## src/rtl/ast_width_converter.sv

```systemverilog
// Avalon-ST packet width converter: upsizes, downsizes or passes through by parameter.
// Latency: 1 cycle from the completing sink transfer to the source word (slice 0 when downsizing).
// Backpressure: sink ready drops while the source is stalled or while downsize slices are still pending.
module ast_width_converter #(
  parameter int DATA_IN_W   = 64,
  parameter int DATA_OUT_W  = 256,
  parameter int CHANNEL_W   = 10,
  parameter int EMPTY_IN_W  = ($clog2(DATA_IN_W / 8) > 1) ? $clog2(DATA_IN_W / 8) : 1,
  parameter int EMPTY_OUT_W = ($clog2(DATA_OUT_W / 8) > 1) ? $clog2(DATA_OUT_W / 8) : 1
) (
  input  logic                   clk_i,
  input  logic                   rst_ni,
  input  logic [DATA_IN_W-1:0]   ast_data_i,
  input  logic                   ast_startofpacket_i,
  input  logic                   ast_endofpacket_i,
  input  logic                   ast_valid_i,
  input  logic [EMPTY_IN_W-1:0]  ast_empty_i,
  input  logic [CHANNEL_W-1:0]   ast_channel_i,
  output logic                   ast_ready_o,
  output logic [DATA_OUT_W-1:0]  ast_data_o,
  output logic                   ast_startofpacket_o,
  output logic                   ast_endofpacket_o,
  output logic                   ast_valid_o,
  output logic [EMPTY_OUT_W-1:0] ast_empty_o,
  output logic [CHANNEL_W-1:0]   ast_channel_o,
  input  logic                   ast_ready_i,
  output logic                   err_o
);

  // Equal widths take the upsize path with a ratio of one: every beat completes a word.
  localparam bit UPSIZE   = (DATA_OUT_W >= DATA_IN_W);
  localparam int RATIO    = UPSIZE ? (DATA_OUT_W / DATA_IN_W) : (DATA_IN_W / DATA_OUT_W);
  localparam int K_W      = (RATIO > 1) ? $clog2(RATIO) : 1;
  localparam int IN_BYTES = DATA_IN_W / 8;

  typedef enum logic {
    IDLE   = 1'b0,
    IN_PKT = 1'b1
  } pkt_state_e;

  pkt_state_e           state_q;
  pkt_state_e           state_d;
  logic [CHANNEL_W-1:0] ch_q;
  logic [CHANNEL_W-1:0] beat_ch;
  logic                 sink_xfer;
  logic                 accept;
  logic                 err_d;
  logic                 err_q;

  assign sink_xfer = ast_valid_i & ast_ready_o;
  assign err_o     = err_q;

  // Packet state, latched channel and the registered error pulse.
  always_ff @(posedge clk_i or negedge rst_ni) begin
    if (!rst_ni) begin
      state_q <= IDLE;
      ch_q    <= '0;
      err_q   <= 1'b0;
    end else begin
      state_q <= state_d;
      err_q   <= err_d;
      if (accept && ast_startofpacket_i) begin
        ch_q <= ast_channel_i;
      end
    end
  end

  // Classify each sink transfer: accept into the datapath, drop, or flag a protocol error.
  always_comb begin
    state_d = state_q;
    accept  = 1'b0;
    err_d   = 1'b0;
    beat_ch = ast_startofpacket_i ? ast_channel_i : ch_q;
    if (sink_xfer) begin
      case (state_q)
        IDLE: begin
          if (ast_startofpacket_i) begin
            accept  = 1'b1;
            state_d = ast_endofpacket_i ? IDLE : IN_PKT;
          end else begin
            err_d = 1'b1;
          end
        end
        IN_PKT: begin
          accept  = 1'b1;
          state_d = ast_endofpacket_i ? IDLE : IN_PKT;
          if (ast_startofpacket_i) begin
            err_d = 1'b1;
          end else if (ast_channel_i != ch_q) begin
            err_d = 1'b1;
          end
        end
        default: state_d = IDLE;
      endcase
    end
  end

  if (UPSIZE) begin : g_up
    logic [DATA_OUT_W-1:0]  acc_q;
    logic [DATA_OUT_W-1:0]  acc_nxt;
    logic [K_W-1:0]         k_q;
    logic [K_W-1:0]         k_cur;
    logic                   wsop_q;
    logic                   complete;
    logic                   word_sop;
    logic [EMPTY_OUT_W-1:0] word_emp;
    logic                   out_vld_q;
    logic [DATA_OUT_W-1:0]  out_dat_q;
    logic                   out_sop_q;
    logic                   out_eop_q;
    logic [EMPTY_OUT_W-1:0] out_emp_q;
    logic [CHANNEL_W-1:0]   out_ch_q;

    // Merge the current beat into its lane; a SOP beat restarts the word from an empty accumulator.
    always_comb begin
      k_cur    = ast_startofpacket_i ? '0 : k_q;
      acc_nxt  = ast_startofpacket_i ? '0 : acc_q;
      acc_nxt[(RATIO - 1 - int'(k_cur)) * DATA_IN_W +: DATA_IN_W] = ast_data_i;
      complete = accept & (ast_endofpacket_i | (k_cur == K_W'(RATIO - 1)));
      word_sop = ast_startofpacket_i | wsop_q;
      word_emp = ast_endofpacket_i ?
                 EMPTY_OUT_W'((RATIO - 1 - int'(k_cur)) * IN_BYTES + int'(ast_empty_i)) : '0;
    end

    // Accumulator and lane counter; cleared whenever a word is handed to the output register.
    always_ff @(posedge clk_i or negedge rst_ni) begin
      if (!rst_ni) begin
        acc_q  <= '0;
        k_q    <= '0;
        wsop_q <= 1'b0;
      end else if (accept) begin
        if (complete) begin
          acc_q  <= '0;
          k_q    <= '0;
          wsop_q <= 1'b0;
        end else begin
          acc_q  <= acc_nxt;
          k_q    <= k_cur + 1'b1;
          wsop_q <= word_sop;
        end
      end
    end

    // Single output register; sink ready guarantees it is free whenever a word completes.
    always_ff @(posedge clk_i or negedge rst_ni) begin
      if (!rst_ni) begin
        out_vld_q <= 1'b0;
        out_dat_q <= '0;
        out_sop_q <= 1'b0;
        out_eop_q <= 1'b0;
        out_emp_q <= '0;
        out_ch_q  <= '0;
      end else if (complete) begin
        out_vld_q <= 1'b1;
        out_dat_q <= acc_nxt;
        out_sop_q <= word_sop;
        out_eop_q <= ast_endofpacket_i;
        out_emp_q <= word_emp;
        out_ch_q  <= beat_ch;
      end else if (ast_ready_i) begin
        out_vld_q <= 1'b0;
      end
    end

    assign ast_ready_o         = rst_ni & ~(out_vld_q & ~ast_ready_i);
    assign ast_valid_o         = out_vld_q;
    assign ast_data_o          = out_dat_q;
    assign ast_startofpacket_o = out_sop_q;
    assign ast_endofpacket_o   = out_eop_q;
    assign ast_empty_o         = out_emp_q;
    assign ast_channel_o       = out_ch_q;
  end else begin : g_down
    logic [DATA_IN_W-1:0]  word_q;
    logic [K_W-1:0]        idx_q;
    logic [K_W-1:0]        last_q;
    logic [K_W-1:0]        last_d;
    logic                  pend_q;
    logic                  sop_q;
    logic                  eop_q;
    logic [EMPTY_IN_W-1:0] emp_q;
    logic [CHANNEL_W-1:0]  wch_q;
    logic                  last_slice;

    // Index of the slice holding the last valid byte; trailing all-empty slices are skipped.
    always_comb begin
      last_d = ast_endofpacket_i ?
               K_W'((IN_BYTES - 1 - int'(ast_empty_i)) / (DATA_OUT_W / 8)) : K_W'(RATIO - 1);
    end

    // Word holding register and slice pointer; a new word loads as the final slice leaves.
    always_ff @(posedge clk_i or negedge rst_ni) begin
      if (!rst_ni) begin
        word_q <= '0;
        idx_q  <= '0;
        last_q <= '0;
        pend_q <= 1'b0;
        sop_q  <= 1'b0;
        eop_q  <= 1'b0;
        emp_q  <= '0;
        wch_q  <= '0;
      end else begin
        if (pend_q && ast_ready_i) begin
          if (last_slice) begin
            pend_q <= 1'b0;
          end else begin
            idx_q <= idx_q + 1'b1;
          end
        end
        if (accept) begin
          word_q <= ast_data_i;
          idx_q  <= '0;
          last_q <= last_d;
          pend_q <= 1'b1;
          sop_q  <= ast_startofpacket_i;
          eop_q  <= ast_endofpacket_i;
          emp_q  <= ast_endofpacket_i ? ast_empty_i : '0;
          wch_q  <= beat_ch;
        end
      end
    end

    assign last_slice          = (idx_q == last_q);
    assign ast_ready_o         = rst_ni & (~pend_q | (last_slice & ast_ready_i));
    assign ast_valid_o         = pend_q;
    assign ast_data_o          = word_q[(RATIO - 1 - int'(idx_q)) * DATA_OUT_W +: DATA_OUT_W];
    assign ast_startofpacket_o = pend_q & sop_q & (idx_q == '0);
    assign ast_endofpacket_o   = pend_q & eop_q & last_slice;
    assign ast_empty_o         = ast_endofpacket_o ?
                                 EMPTY_OUT_W'(int'(emp_q) % (DATA_OUT_W / 8)) : '0;
    assign ast_channel_o       = wch_q;
  end

endmodule

```

## config.mk

```make
export PLATFORM = sky130hd
export DESIGN_NAME = ast_width_converter
export DESIGN_NICKNAME = d
export VERILOG_FILES = /design/src/rtl/ast_width_converter.sv
export SDC_FILE = /design/constraint.sdc
export NUM_CORES = 1
export LEC_CHECK = 0
export BUFFER_PORTS_ARGS = -buffer_cell sky130_fd_sc_hd__buf_4
export CAP_MARGIN = 10
export CORE_ASPECT_RATIO = 1.5
export CORE_MARGIN = 2
export CORE_UTILIZATION = 25
export CTS_CLUSTER_DIAMETER = 60
export DETAILED_ROUTE_END_ITERATION = 8
export SYNTH_ARGS = -nofsm -noshare
export SYNTH_HDL_FRONTEND = slang
export SYNTH_SLANG_ARGS = --single-unit
export TNS_END_PERCENT = 5
```

## constraint.sdc

```tcl
create_clock -name clk_i -period 2.02 [get_ports clk_i]
set_input_delay 0.404 -clock clk_i [delete_from_list [all_inputs] [get_ports clk_i]]
set_output_delay 0.404 -clock clk_i [all_outputs]
set_load 0.02 [all_outputs]
```

==> results.md <==
* Fin Setup TNS at -2.18 ns
* Clock sink total at roughly 550
* I/O pin count at between 300 and 400
* RR Endpoint: g_up.acc_q[173]$_DFFE_PN0P_
* Hold Path End: ch_q[9]$_DFFE_PN0P_
* Filler Cell Count at 8650
* Syn avg cell area at approximately 12 um2
* Vias per std cell at roughly 4.9
* Clock buffer depth at 3
* Initial antenna violation count at 0
* Hold Path Depth at 2
* Starting DRT DRC Count at a little under 1k
* Cell variety after synth at 40
* Setup ws final at -0.0592 ns
* Number of synthesized flops with an enable pin at 0
* DP Worst Slack at -0.288 ns
* Drt drc at 0
* Yosys reg bits at between 500 and 600
* Area after DPL at about 26000 um2
* Crit path launch type: register
* Tmin final at just over 2 ns
* Vias at 16.7k
* Max_cap viols at 0
* Die Y at 364 um
* Starting density of the core at around a quarter
* Pint at 23.0 mW
* Failing checks: setup timing
* WS Path Type: register to register
* Achievable frequency at about 0.48 GHz
* Worst skew pair latency at 0.63 ns
* Slowest cell on the critical path: dfrtp_1
* Status: finished with violations
* Buf/Inv on CP at 3
* Die X at between 200 and 250 um
* Sw frac at approximately a third
* Routed wire length at 76.8 mm
* CTS Buf Count at 58
* Ys async rst share at between 90% and 100%
* Yosys Warn Count at 0
* PortBufs at between 300 and 400
* Clock transition at path regs at 0.07 ns
* Routed len/inst at roughly 22 um
* Top post-synthesis cells by count: dfrtp_1 (545), nor2_1 (273), a21oi_1 (268), a22oi_1 (257), a22o_1 (193)
* Worst clock skew at around 0.026 ns
* Switching Power at between 10 and 15 mW
* Syn Inst Count at roughly 1.9k
* Syn Std Cell Area at ~22000 um2
* Crit path max-delay family: simple AND/OR/NAND/NOR gates
* Fin util at around 34%
* Length in cells of the worst reg-to-reg path at 9
* Count leader, synth: dfrtp_1
* Comb power frac at a little over a quarter
* Hold Crit Start: ast_channel_i[9]
* Clock root buffer: clkbuf_16
* First-pass GRT wire length at about 110 mm
* Cell mode on critical path: buf_12
* Worst Tran Pin Value at around 1 ns
* Synthesis-to-layout area growth at 36.8%
* Leakage at roughly 13 nW
* VDD IR-drop max at slightly below 0.0007 V
* Fraction of synthesized cell area taken by the top area cell type at 63.2%
* Slew Limit Fails at 0
* Reg2Reg Setup Slack at -0.06 ns
* Nets@finish at 2350
* Yosys top cell by area: dfrtp_1
* Vias in the first global route at 16.5k
* Clock power share at approximately a third
* Routability cong. at a little under 0.8
* Setup Viol. Count Final at 121
* Antenna Diode Count at 0
* Htree depth at 2
* DPL Wire Length at 49.7 mm
* Multi-input logic area at roughly 7400 um2
* Die ar. at ~89000 um2
* RR Startpoint: g_up.k_q[0]$_DFFE_PN0P_
* RSZ-0062 raised after global routing: true
* Crit path DAT at 2.64 ns
* Post-synthesis sequential area ratio at 63.2%
* Final Cycle Share at 103%
* WP data required at 2.58 ns
* CP max FO at 24
* Sequential cell area at 13600 um2
* Fin area at about 30000 um2
* Gr usage total at between 10% and 20%
* Worst relative slew slack at between 30% and 40%
* Kind of end point of the critical path: register
* Gr ovfl total at 0
* Detail Route Antenna Nets at 0
* First-pass DRT Iterations at 5
* Num rows at between 100 and 150
* Total power at around 34 mW
* Final Hold Fails at 0
* Cells along the critical path: nor2b_4 -> buf_12 -> ha_4 -> buf_6 -> nor2_4 -> and4_4 -> and3_4 -> buf_12 -> a22o_1
* Sequential Power Share at between 40% and 50%
* CP peak stage delay at roughly 0.38 ns
* Synth Flop Type: dfrtp_1
* Syn Nets at roughly 1.9k
* Layout cells sized above 1 at 29.0%
* Largest cells by area after synthesis: dfrtp_1 (63%), a22oi_1 (8.9%), a22o_1 (7.8%)
* Core area at approximately 86000 um2
* Largest net degree at the start of global routing at 150
* CTS tree: yes
* Worst Hold Class: input pin to register
* Power density cells at 1160 nW/um2
[sequential cells by signal, indices dropped and copies added, names as in the netlist]
name / flops
ast_valid_o: 1
g_up.acc_q: 256
err_o: 1
ast_startofpacket_o: 1
ast_channel_o: 10
state_q: 1
ast_endofpacket_o: 1
g_up.k_q: 2
ast_data_o: 256
ch_q: 10
ast_empty_o: 5
g_up.wsop_q: 1
[per-layer routing]
| metal | wire length, um | part of all wire [%] | vias up | global-route usage, % |
|---|---|---|---|---|
| met5 | 0 | 0 | - | 0 |
| met4 | 3530 | 4.6 | 0 | 7.68 |
| met3 | 5270 | 6.9 | 135 | 4.06 |
| met2 | 38300 | 50 | 596 | 27.8 |
| met1 | 29700 | 39 | 8440 | 19.4 |
| li1 | - | - | 7570 | - |
[worst register-to-register path: stages, from the launching register on]
cell     delay [ns]
dfrtp_1        0.38
nor2b_4        0.15
buf_12         0.12
ha_4           0.17
buf_6          0.12
nor2_4         0.08
and4_4         0.24
and3_4         0.32
buf_12         0.22
a22o_1         0.21
[cells by family after synthesis]
family | after synthesis | share of synthesized area, %
XOR/XNOR | 10 | 0.406
AO/OA/AOI/OAI | 728 | 23.4
adder cells (fa/ha/maj) | 5 | 0.290
flip-flops | 545 | 63.2
AND/OR/NAND/NOR | 375 | 7.64
buffers and inverters | 169 | 4.06
multiplexers | 20 | 0.986
[power groups by stage]
stage          logic, mW  registers (mW)  clock network (mW)
6_report            8.90            13.9                11.3
5_1_grt             9.56            14.1                12.1
4_1_cts             8.90            13.9                11.6
3_5_place_dp        8.80            14.0                   0
3_3_place_gp        8.73            14.0                   0
2_1_floorplan       2.42            15.6                   0
[cells in the final DEF (no fill, tap or decap), types with 4 or more instances in the layout]
cell type / netlist / final
dfrtp_1: 545 / 545
a21oi_1: 268 / 259
clkbuf_1: 30 / 6
a22oi_2: 0 / 15
clkbuf_16: 0 / 70
xnor2_1: 5 / 5
mux2_2: 10 / 10
bufinv_16: 0 / 5
nor2b_1: 65 / 65
clkbuf_8: 0 / 15
nor2_4: 0 / 7
buf_16: 0 / 8
nand2_1: 16 / 12
dlygate4sd3_1: 0 / 16
buf_6: 8 / 14
a22o_1: 193 / 193
buf_12: 0 / 56
a22oi_1: 257 / 242
xor2_1: 5 / 5
clkinvlp_4: 0 / 4
nor2_2: 3 / 11
a21oi_2: 0 / 9
mux2i_1: 10 / 10
buf_4: 12 / 405
nor2_1: 273 / 258
[cell type report]
cell class / instances / share of cell area [%]
Clock buffer: 80 / 5.78
Clock inverter: 23 / 1.08
Timing Repair Buffer: 514 / 17.1
Sequential cell: 545 / 46.2
Tap cell: 1139 / 4.83
Inverter: 5 / 0.0636
Multi-Input combinational cell: 1138 / 24.9
[per-stage QoR]
step,cells,hold WS (ns)
6_report,3444,0.0601
5_1_grt,3444,0.0246
4_1_cts,3418,0.00547
3_5_place_dp,3293,0.388
3_3_place_gp,3293,0.393
2_1_floorplan,1852,0.108
[worst max path at each step]
stage	startpoint	end	slack, ns	cells past startpoint
finish	g_up.k_q[0]$_DFFE_PN0P_	g_up.acc_q[173]$_DFFE_PN0P_	-0.06	9
global route	g_up.k_q[0]$_DFFE_PN0P_	ast_data_o[204]$_DFFE_PN0P_	-0.13	9
CTS	g_up.k_q[0]$_DFFE_PN0P_	g_up.acc_q[83]$_DFFE_PN0P_	-0.07	8
detailed placement	ast_startofpacket_i	ast_data_o[136]$_DFFE_PN0P_	-0.29	10
global placement	ast_startofpacket_i	ast_data_o[28]$_DFFE_PN0P_	-0.26	10
floorplan	ast_startofpacket_i	ast_data_o[245]$_DFFE_PN0P_	-0.03	9
[what timing repair did]
item / in CTS / in global routing
setup endpoints to repair: 234 / 458
buffers inserted: 4 / 14
gates resized for setup: 14 / 61
hold buffers: 16 / 0
hold endpoints to repair: 21 / 0
cloned: 2 / 12
pin swaps: 13 / 191
(Power assumes the default switching activity.)
